--- src/rtl/stream_serializer.sv ---
// stream_serializer: takes one wide word of LANES packed elements from a
// ready/valid FIFO stream and replays it downstream one element per handshake.
// The element that ends the word is flagged with o_output_last.
// Optional build macro STREAM_SERIALIZER_MSB_FIRST_EN sends the elements in
// reverse order: lane count-1 first, lane 0 last.
// Handshake timing, latency and count clamping are the same in both builds.
module stream_serializer #(
    parameter int ELEM_WIDTH = 8,
    parameter int LANES      = 4,
    parameter int LANE_BIT   = $clog2(LANES),
    parameter int CNT_BIT    = $clog2(LANES + 1)
) (
    input  logic                        i_clk,
    input  logic                        i_reset,
    output logic                        o_input_ready,
    input  logic                        i_input_valid,
    input  logic [ELEM_WIDTH*LANES-1:0] i_input_data,
    input  logic [CNT_BIT-1:0]          i_input_count,
    input  logic                        i_output_ready,
    output logic                        o_output_valid,
    output logic [ELEM_WIDTH-1:0]       o_output_data,
    output logic                        o_output_last
);

    typedef enum logic {
        EMPTY = 1'b0,
        BUSY  = 1'b1
    } state_t;

    state_t                      state, state_next;
    logic [ELEM_WIDTH*LANES-1:0] word_data;
    logic [CNT_BIT-1:0]          word_count, count_next, count_clamped;
    logic [LANE_BIT-1:0]         lane_idx, lane_next, out_lane;
    logic [CNT_BIT-1:0]          lane_ext;
    logic                        load, rd_en, wr_en, is_last;
    logic [ELEM_WIDTH-1:0]       lane_array [LANES];

    // Split the held word into lanes so that one element can be picked by index.
    for (genvar k = 0; k < LANES; k++) begin : g_lane
        assign lane_array[k] = word_data[k*ELEM_WIDTH +: ELEM_WIDTH];
    end

    // lane_idx counts the elements already sent in this word.
    // The physical lane depends on the build order.
    assign lane_ext = CNT_BIT'(lane_idx);
`ifdef STREAM_SERIALIZER_MSB_FIRST_EN
    assign out_lane = LANE_BIT'(word_count - CNT_BIT'(1) - lane_ext);
`else
    assign out_lane = lane_idx;
`endif
    assign o_output_data = lane_array[out_lane];

    // A count of zero or a count above LANES means a full word.
    always_comb begin
        count_clamped = i_input_count;
        if (i_input_count == '0 || i_input_count > CNT_BIT'(LANES)) begin
            count_clamped = CNT_BIT'(LANES);
        end
    end

    // Next-state logic and handshakes. Input-ready rises in the same cycle that
    // the last element is taken, so back-to-back words have no bubble between them.
    always_comb begin
        state_next     = state;
        lane_next      = lane_idx;
        count_next     = word_count;
        load           = 1'b0;
        o_output_valid = (state == BUSY);
        is_last        = (state == BUSY) && (lane_ext == word_count - CNT_BIT'(1));
        o_output_last  = is_last;
        rd_en          = i_output_ready & o_output_valid;
        o_input_ready  = (state == EMPTY) | (rd_en & is_last);
        wr_en          = o_input_ready & i_input_valid;
        case (state)
            EMPTY: begin
                if (wr_en) begin
                    state_next = BUSY;
                    lane_next  = '0;
                    count_next = count_clamped;
                    load       = 1'b1;
                end
            end
            BUSY: begin
                if (rd_en) begin
                    if (is_last) begin
                        lane_next = '0;
                        if (wr_en) begin
                            count_next = count_clamped;
                            load       = 1'b1;
                        end else begin
                            state_next = EMPTY;
                        end
                    end else begin
                        lane_next = lane_idx + LANE_BIT'(1);
                    end
                end
            end
            default: begin
                state_next = EMPTY;
            end
        endcase
    end

    // Control state register. A reset drops any word that is only partly sent.
    always_ff @(posedge i_clk) begin
        if (i_reset) begin
            state      <= EMPTY;
            lane_idx   <= '0;
            word_count <= CNT_BIT'(LANES);
        end else begin
            state      <= state_next;
            lane_idx   <= lane_next;
            word_count <= count_next;
        end
    end

    // The word payload is only meaningful while BUSY, so it has no reset.
    always_ff @(posedge i_clk) begin
        if (load) begin
            word_data <= i_input_data;
        end
    end

endmodule

--- config.mk ---
export PLATFORM = sky130hd
export DESIGN_NAME = stream_serializer
export DESIGN_NICKNAME = d
export VERILOG_FILES = /design/src/rtl/stream_serializer.sv
export SDC_FILE = /design/constraint.sdc
export NUM_CORES = 1
export LEC_CHECK = 0
export ABC_AREA = 1
export BUFFER_PORTS_ARGS = -buffer_cell sky130_fd_sc_hd__buf_2
export CAP_MARGIN = 20
export CORE_MARGIN = 8
export CORE_UTILIZATION = 50
export DETAILED_ROUTE_END_ITERATION = 6
export GPL_ROUTABILITY_DRIVEN = 1
export GPL_TIMING_DRIVEN = 0
export PLACE_DENSITY = 0.75
export SLEW_MARGIN = 10
export SYNTH_ARGS = -nofsm -noshare
export SYNTH_HDL_FRONTEND = slang
export SYNTH_SLANG_ARGS = --single-unit
--- constraint.sdc ---
create_clock -name i_clk -period 2.8 [get_ports i_clk]
set_clock_uncertainty 0.2 [all_clocks]
set_input_delay 0.56 -clock i_clk [delete_from_list [all_inputs] [get_ports i_clk]]
set_output_delay 0.56 -clock i_clk [all_outputs]
set_load 0.01 [all_outputs]
==> qor.yml, run 1 <==
cts_sinks: 38
mostFrequentLayoutCells: "buf_2, edfxtp_1, nor2_1"
synth_area_um2: 1610
design.die.area_um2: 5290
layout_commonest_cell: "buf_2"
overflow: 0
place_congestion: 0.733
yosys_warnings: 0
start_kind: "flip-flop"
synth_seq_area_share_pct: 67.2
die_h_um: 72.7
fmax_mhz: 394
row_count: 20
crit_start: "word_count[0]$_SDFFE_PP0P_"
final_hold_viol_count: 0
ys_ff_latch: 38
drt-total-wl_mm: 3.40
crit_path_max_incr_delay_ns: 0.37
hold_slack_ns: 0.190
ios: 50
grtUsageTotal_pct: 13.2
first_pass_iters: 4
yosysTopAreaCell: "edfxtp_1"
hpwl_mm: 2.44
slew_headroom_pct: 76.0
area_growth_pct: 23.2
fp.dieW_um: 72.7
cts.clk_slew.worst_paths_ns: 0.11
cp_num_cells: 10
tightest_slew_ns: 0.359
hold_class: "in2reg"
grt_pass1_wl_mm: 5.37
clock_tree.root_cell: "clkbuf_4"
postSynthNetCount: 179
cts_setup_buffers: 0
cts_made_buffers: 5
numPortBuffers: 49
drv_cap: 0
cp_data_arrival_time_ns: 1.78
antennaDiodeCount: 0
reg2reg_depth: 10
r2r_end: "word_data[17]$_DFFE_PP_"
path_delay_family: "simple AND/OR/NAND/NOR gates"
r2r_slack_ns: 0.54
fin_crit_sh_pct: 90.6
worstPathBufferInverterCount: 4
synth_top_area_share_pct: 59.7
fillers: 249
cp_data_required_time_ns: 2.04
start_util_pct: 52.7
fin_tns_setup_ns: 0
power.total_mw: 1.12
slew_violations: 0
synth_area_per_cell_um2: 11.7
grt_pass1_vias: 1256
cts_resized: 0
antenna_found_initial: 0
htree_levels: 2
min_period_ns: 2.54
crit_chain: "inv_1 > ha_1 > inv_1 > nand2_1 > nand2_2 > nand3_2 > nand2_4 > nand2_1 > inv_2 > buf_2"
viasPerCell: 4.95
crit_fanout: 5
r2r_start: "word_count[0]$_SDFFE_PP0P_"
final_nets: 236
cp-endpoint: "o_input_ready"
core_area_um2: 3050
clk_latency_ns: 0.34
synthDistinctLibCells: 25
run_status: "completed"
drive_gt1_share_pct: 35.9
grt_max_degree: 33
routedWlPerCell_um: 14.2
ant_nets: 0
setup_violations: 0
leakage_nw: 0.863
slowest_stage: "dfxtp_1"
cts_tree: "built"
vias: 1182
drcViolationCount: 0
dpl_cell_area_um2: 1910
peakVddDrop_mv: 0.380
rsz0062_at_grt: "false"
drt_iter0_markers: 56
worstSetupEndpointType: "output port"
pwr_density_cell_nw_per_um2: 563
worstSetupPathType: "reg2out"
cts_max_path_buffers: 2
final_cell_area_um2: 1980
ctsHoldBuffers: 0
synthTopCellsByArea: "edfxtp_1, dfxtp_1, o21ai_0, nor2_1, inv_1"
synthCells: 138
cell usage after synthesis (all sizes together):
| cell | instances |
|---|---|
| o21ai | 17 |
| buf | 4 |
| nand2 | 19 |
| xor2 | 1 |
| nand4 | 4 |
| ha | 2 |
| a21oi | 1 |
| xnor2 | 1 |
| edfxtp | 32 |
| dfxtp | 6 |
| inv | 17 |
| o22ai | 8 |
| nand3 | 5 |
| nor2 | 19 |
| or2 | 2 |
per-stage QoR:
stage	util, %	cells	worst slack [ns]
3_3_place_gp	62.5	231	0.209
4_1_cts	64.0	238	0.0887
3_5_place_dp	62.5	231	0.115
6_report	64.9	239	0.263
2_1_floorplan	-	138	0.452
5_1_grt	64.9	239	0.109
layout make-up:
type	count	area, um^2	share of cell area [%]
Sequential cell	38	1080	54.5
Multi-Input combinational cell	79	430	21.7
Timing Repair Buffer	50	273	13.8
Inverter	17	68.8	3.47
Tap cell	44	55.1	2.78
Clock buffer	7	45.0	2.27
Buffer	4	28.8	1.45
kinds of logic after synthesis:
| group | synth area share [%] |
|---|---|
| simple gates | 14.9 |
| buf+inv | 6.07 |
| flops | 67.2 |
| fa+ha+maj | 1.55 |
| xor+xnor | 1.56 |
| compound gates | 8.71 |
registers in the layout, summed over array words and instances, names as in the netlist:
| signal | count |
|---|---|
| word_data | 32 |
| o_output_valid | 1 |
| lane_idx | 2 |
| word_count | 3 |
power by group:
part	leakage, nW	total, mW	internal [mW]	switching [mW]
Combinational	0.487	0.187	0.0795	0.107
Clock	0.0254	0.261	0.0947	0.166
Sequential	0.350	0.668	0.656	0.0125
layer usage:
metal	share of wire [%]	vias to the layer above	global-route usage, %	wire (um)
met4	1.2	0	7.33	42
met5	0	-	0	0
met2	51	38	23.3	1720
met3	7.9	4	5.22	269
li1	-	593	-	-
met1	40	547	12.9	1360
worst min-delay path by stage:
stage | to | slack [ns] | cells after the start | startpoint
4_1_cts | word_data[27]$_DFFE_PP_ | 0.18 | 1 | i_input_data[27]
2_1_floorplan | word_count[2]$_SDFFE_PP1P_ | 0.28 | 2 | word_count[2]$_SDFFE_PP1P_
3_3_place_gp | word_count[2]$_SDFFE_PP1P_ | 0.30 | 2 | word_count[2]$_SDFFE_PP1P_
5_1_grt | word_data[26]$_DFFE_PP_ | 0.16 | 1 | i_input_data[26]
6_report | word_data[27]$_DFFE_PP_ | 0.19 | 1 | i_input_data[27]
3_5_place_dp | word_count[1]$_SDFFE_PP0P_ | 0.32 | 4 | word_count[1]$_SDFFE_PP0P_
(Power assumes the default switching activity.)
==> run 2, diff against run 1 <==
Settings changed: CORE_MARGIN 8 to 2.
==> run 2 against run 1 <==
Net effect:
- total power up 7.5%
- global-route usage up 5.5 points
- final area up 1.3%
- via count down 1.0%
- sequential share of layout area down 0.71 points
- core utilization up 0.86 points
- critical path type unchanged
- hold slack better by 0.0095 ns
- die area down 30%
- combinational power about the same
- critical endpoint unchanged
- fmax up 1.4%
- critical path depth unchanged
- wire length down 11%
- largest cell class unchanged
==> qor.yml, run 2 (same netlist as run 1, synthesis figures left out) <==
run_status: "completed"
pwr_density_cell_nw_per_um2: 597  # +6.1%
final_hold_viol_count: 0  # unchanged
final_cell_area_um2: 2010  # +1.3%
dpl_cell_area_um2: 1910  # unchanged
hpwl_mm: 2.12  # -13%
clock_tree.root_cell: "clkbuf_4"
slew_violations: 0  # unchanged
drcViolationCount: 0  # unchanged
final_util_pct: 65.8  # +0.86 points
layout_commonest_cell: "buf_2"
cp_data_arrival_time_ns: 1.74  # -0.04 ns
worstSetupPathType: "reg2out"
design.die.area_um2: 3690  # -30%
fin_crit_sh_pct: 89.3  # -1.3 points
start_kind: "flip-flop"
ant_nets: 0  # unchanged
grt_pass1_vias: 1141  # -9.2%
row_count: 20  # unchanged
vias: 1170  # -1.0%
gr-max-usage-layer: "met2"
cts_max_path_buffers: 2  # unchanged
fmax_mhz: 400  # +1.4%
grt_pass1_wl_mm: 4.85  # -9.6%
grtUsageTotal_pct: 18.7  # +5.5 points
met1_usage_pct: 21.2  # +8.4 points
largest_register_ff_count: 32  # unchanged
drt-total-wl_mm: 3.03  # -11%
peakVddDrop_mv: 0.305  # -20%
numPortBuffers: 49  # unchanged
drive_gt1_share_pct: 36.4  # +0.51 points
viasPerCell: 4.90  # -1.0%
crit_path_max_incr_delay_ns: 0.36  # about the same
worstHoldStart: "i_input_data[5]"
dp_slack_ns: 0.125  # +0.00947 ns
ios: 50  # unchanged
place_congestion: 0.766  # +4.5%
slew_headroom_pct: 68.8  # -7.3 points
start_util_pct: 52.7  # unchanged
leakage_nw: 0.876  # +1.5%
worstPathBufferInverterCount: 4  # unchanged
rsz0062_at_grt: "false"
die_h_um: 60.7  # -16%
crit_start: "word_count[0]$_SDFFE_PP0P_"
fp.dieW_um: 60.7  # -16%
cts_tree: "built"
overflow: 0  # unchanged
antennaDiodeCount: 0  # unchanged
first_pass_iters: 4  # unchanged
min_period_ns: 2.50  # -0.0360 ns
grtUsageMet3_pct: 5.12  # -0.10 points
cts_sinks: 38  # unchanged
setup_violations: 0  # unchanged
routedWlPerCell_um: 12.7  # -11%
tightest_slew_ns: 0.468  # +0.109 ns
crit_fanout: 5  # unchanged
regMostFlops: "word_data"
cp_data_required_time_ns: 2.04  # about the same
ctsHoldBuffers: 0  # unchanged
cts_setup_buffers: 0  # unchanged
grt_max_degree: 33  # unchanged
core_area_um2: 3050  # unchanged
hold_class: "in2reg"
fin_tns_setup_ns: 0  # unchanged
mostFrequentLayoutCells: "buf_2, edfxtp_1, nor2_1"
crit_chain: "inv_1 > ha_1 > inv_1 > nand2_1 > nand2_2 > nand3_2 > nand2_4 > nand2_1 > inv_2 > buf_2"
cts.clk_slew.worst_paths_ns: 0.11  # about the same
top_regs: "word_data x32, word_count x3, lane_idx x2"
drt_iter0_markers: 44  # -21%
path_delay_family: "simple AND/OR/NAND/NOR gates"
clk_latency_ns: 0.33  # about the same
final_nets: 236  # unchanged
area_growth_pct: 24.8
htree_levels: 2  # unchanged
cts_resized: 0  # unchanged
drv_cap: 0  # unchanged
r2r_start: "word_count[0]$_SDFFE_PP0P_"
slowest_stage: "dfxtp_1"
worstSetupEndpointType: "output port"
setup_ws_ns: 0.299  # +0.0360 ns
antenna_found_initial: 0  # unchanged
cts_made_buffers: 5  # unchanged
grtUsageMet2_pct: 32.3  # +9.0 points
==> run 2: cell count changes in the layout (fill, tap and decap cells not counted), sizes merged <==
cell	previous run	this run
clkinv	0	1
bufinv	0	1
clkbuf	7	5
==> run 2: metal layers <==
metal,share of wire (%),vias up,wire length (um)
li1,-,591,-
met1,43,537,1300
met2,51,35,1540
met3,4.3,7,129
met4,1.8,0,53
met5,0,-,0
==> run 2: worst reg2reg max path, cell delays in order, from the launching register on <==
cell and delay (ns):
dfxtp_1 0.36, inv_1 0.08, ha_1 0.31, inv_1 0.06
nand2_1 0.05, nand2_2 0.08, nand3_2 0.11, nand2_4 0.11
nand3_4 0.08, inv_1 0.36, buf_16 0.23
==> run 2: per-stage QoR <==
step / cells / hold slack (ns) / power, mW
floorplan: 138 / 0.280 / 0.790
detailed placement: 231 / 0.302 / 0.861
finish: 239 / 0.200 / 1.20
global route: 239 / 0.172 / 1.26
global placement: 231 / 0.302 / 0.854
CTS: 238 / 0.190 / 1.20
==> run 2: area by class of cell <==
cell class | instances | area, um^2
timing repair buffer | 50 | 273
inverter | 17 | 68.8
buffer | 4 | 28.8
multi-input combinational | 79 | 430
fill | 247 | 1040
sequential | 38 | 1080
clock buffer | 5 | 37.5
tap | 44 | 55.1
clock inverter | 2 | 33.8
==> run 2: final timing paths <==
kind / cells after the start / slack, ns / endpoint
worst max-delay path: 10 / 0.30 / o_input_ready
worst min-delay path: 1 / 0.20 / word_data[5]$_DFFE_PP_
worst max register to register: 10 / 0.49 / word_data[1]$_DFFE_PP_
worst min register to register: 2 / 0.32 / word_count[2]$_SDFFE_PP1P_
==> run 2: report_power, final <==
group | internal [mW] | leakage [nW] | switching, mW
combinational | 0.0796 | 0.487 | 0.106
clock | 0.181 | 0.0387 | 0.164
sequential | 0.656 | 0.350 | 0.0132
total | 0.916 | 0.876 | 0.283
==> run 3, diff against run 2 <==
Settings changed: ABC_CLOCK_PERIOD_IN_PS set to 2800, MAX_ROUTING_LAYER set to met4.
==> run 3 against run 2 <==
Net effect:
- flip-flop and latch count stayed put
- non-clock buffer count stayed put
- wire length is essentially flat
- global-route usage up 0.61 points
- cell count is the same
- die area unchanged
- critical endpoint unchanged
==> qor.yml, run 3 (same netlist as run 1, synthesis figures left out) <==
grt_max_degree: 33  # unchanged
start_kind: "flip-flop"
start_util_pct: 52.7  # unchanged
slew_headroom_pct: 68.5  # -0.29 points
fin_crit_sh_pct: 89.3  # about the same
min_period_ns: 2.50  # -0.0000800 ns
vias: 1176  # +0.51%
first_pass_iters: 4  # unchanged
largest_register_ff_count: 32  # unchanged
core_area_um2: 3050  # unchanged
row_count: 20  # unchanged
regMostFlops: "word_data"
ctsHoldBuffers: 0  # unchanged
antennaDiodeCount: 0  # unchanged
rsz0062_at_grt: "false"
p_sw_share_pct: 23.5  # -0.075 points
place_congestion: 0.776  # +1.3%
drcViolationCount: 0  # unchanged
mostFrequentLayoutCells: "buf_2, edfxtp_1, nor2_1"
worstSetupEndpointType: "output port"
p_comb_share_pct: 15.5  # about the same
cts_max_path_buffers: 2  # unchanged
peakVddDrop_mv: 0.305  # about the same
stdcell_count: 239  # unchanged
top_regs: "word_data x32, word_count x3, lane_idx x2"
final_hold_viol_count: 0  # unchanged
drv_cap: 0  # unchanged
design.die.area_um2: 3690  # unchanged
cts_made_buffers: 5  # unchanged
crit_start: "word_count[0]$_SDFFE_PP0P_"
placed_cells: 231  # unchanged
cp_data_required_time_ns: 2.04  # about the same
viasPerCell: 4.92  # +0.51%
run_status: "completed"
fp.dieW_um: 60.7  # unchanged
routedWlPerCell_um: 12.7  # about the same
cts.clk_slew.worst_paths_ns: 0.11  # about the same
die_h_um: 60.7  # unchanged
power.total_mw: 1.20  # about the same
cts_resized: 0  # unchanged
clkPwrFrac_pct: 28.6  # about the same
cts_sinks: 38  # unchanged
worstSetupPathType: "reg2out"
pwr_density_cell_nw_per_um2: 597  # about the same
slew_violations: 0  # unchanged
setup_ws_ns: 0.299  # +0.0000800 ns
clock_tree.root_cell: "clkbuf_4"
power_frac_seq_pct: 55.9  # about the same
drive_gt1_share_pct: 36.4  # unchanged
drt-total-wl_mm: 3.03  # about the same
cp_data_arrival_time_ns: 1.74  # about the same
tightest_slew_ns: 0.472  # +0.00437 ns
grt_pass1_wl_mm: 4.85  # unchanged
crit_fanout: 5  # unchanged
hold_class: "in2reg"
area_growth_pct: 24.8  # unchanged
clk_latency_ns: 0.33  # about the same
p_switching_mw: 0.282  # -0.42%
r2r_start: "word_count[0]$_SDFFE_PP0P_"
drt_iter0_markers: 45  # +2.3%
ios: 50  # unchanged
cts_tree: "built"
cts_setup_buffers: 0  # unchanged
antenna_found_initial: 0  # unchanged
dp_slack_ns: 0.125  # unchanged
fmax_mhz: 400  # about the same
p_int_mw: 0.916  # about the same
dpl_cell_area_um2: 1910  # unchanged
fin_tns_setup_ns: 0  # unchanged
htree_levels: 2  # unchanged
layout_commonest_cell: "buf_2"
worstHoldStart: "i_input_data[3]"
ant_nets: 0  # unchanged
leakage_nw: 0.876  # unchanged
grtUsageTotal_pct: 19.4  # +0.61 points
final_nets: 236  # unchanged
grt_pass1_vias: 1139  # -0.18%
numPortBuffers: 49  # unchanged
overflow: 0  # unchanged
setup_violations: 0  # unchanged
hpwl_mm: 2.12  # unchanged
final_cell_area_um2: 2010  # unchanged
## run 3: cell type report
cell class	count	area, um^2
fill	247	1040
buffer	4	28.8
clock inverter	2	33.8
sequential	38	1080
tap	44	55.1
clock buffer	5	37.5
multi-input combinational	79	430
timing repair buffer	50	273
inverter	17	68.8
## run 3: worst max-delay path, cell delays in order, from the launching register on
cell and delay, ns:
dfxtp_1 0.36, inv_1 0.08, ha_1 0.31, inv_1 0.06, nand2_1 0.05, nand2_2 0.08
nand3_2 0.11, nand2_4 0.11, nand2_1 0.09, inv_2 0.06, buf_2 0.12
## run 3: path summary, 6_finish.rpt
kind	endpoint	slack, ns	depth (start not counted)
min	word_data[3]$_DFFE_PP_	0.20	1
max reg2reg	word_data[1]$_DFFE_PP_	0.48	10
max	o_input_ready	0.30	10
min reg2reg	word_count[2]$_SDFFE_PP1P_	0.32	2
## run 3: layer usage
metal	up-vias	wire, um	GRT usage, %
met1	544	1310	21.4
met5	-	0	-
met2	35	1540	32.3
li1	590	-	-
met4	0	53	9.94
met3	7	129	4.90
## run 3: per-stage QoR
stage               utilization (%)  hold WS, ns
floorplan                         -        0.280
global placement               62.5        0.302
detailed placement             62.5        0.302
CTS                            64.9        0.190
global route                   65.8        0.172
finish                         65.8        0.200
## run 3: power groups by stage
stage | clock network, mW | logic (mW) | registers (mW)
2_1_floorplan | 0 | 0.110 | 0.680
3_3_place_gp | 0 | 0.173 | 0.681
3_5_place_dp | 0 | 0.177 | 0.684
4_1_cts | 0.352 | 0.179 | 0.671
5_1_grt | 0.377 | 0.207 | 0.672
6_report | 0.343 | 0.186 | 0.669
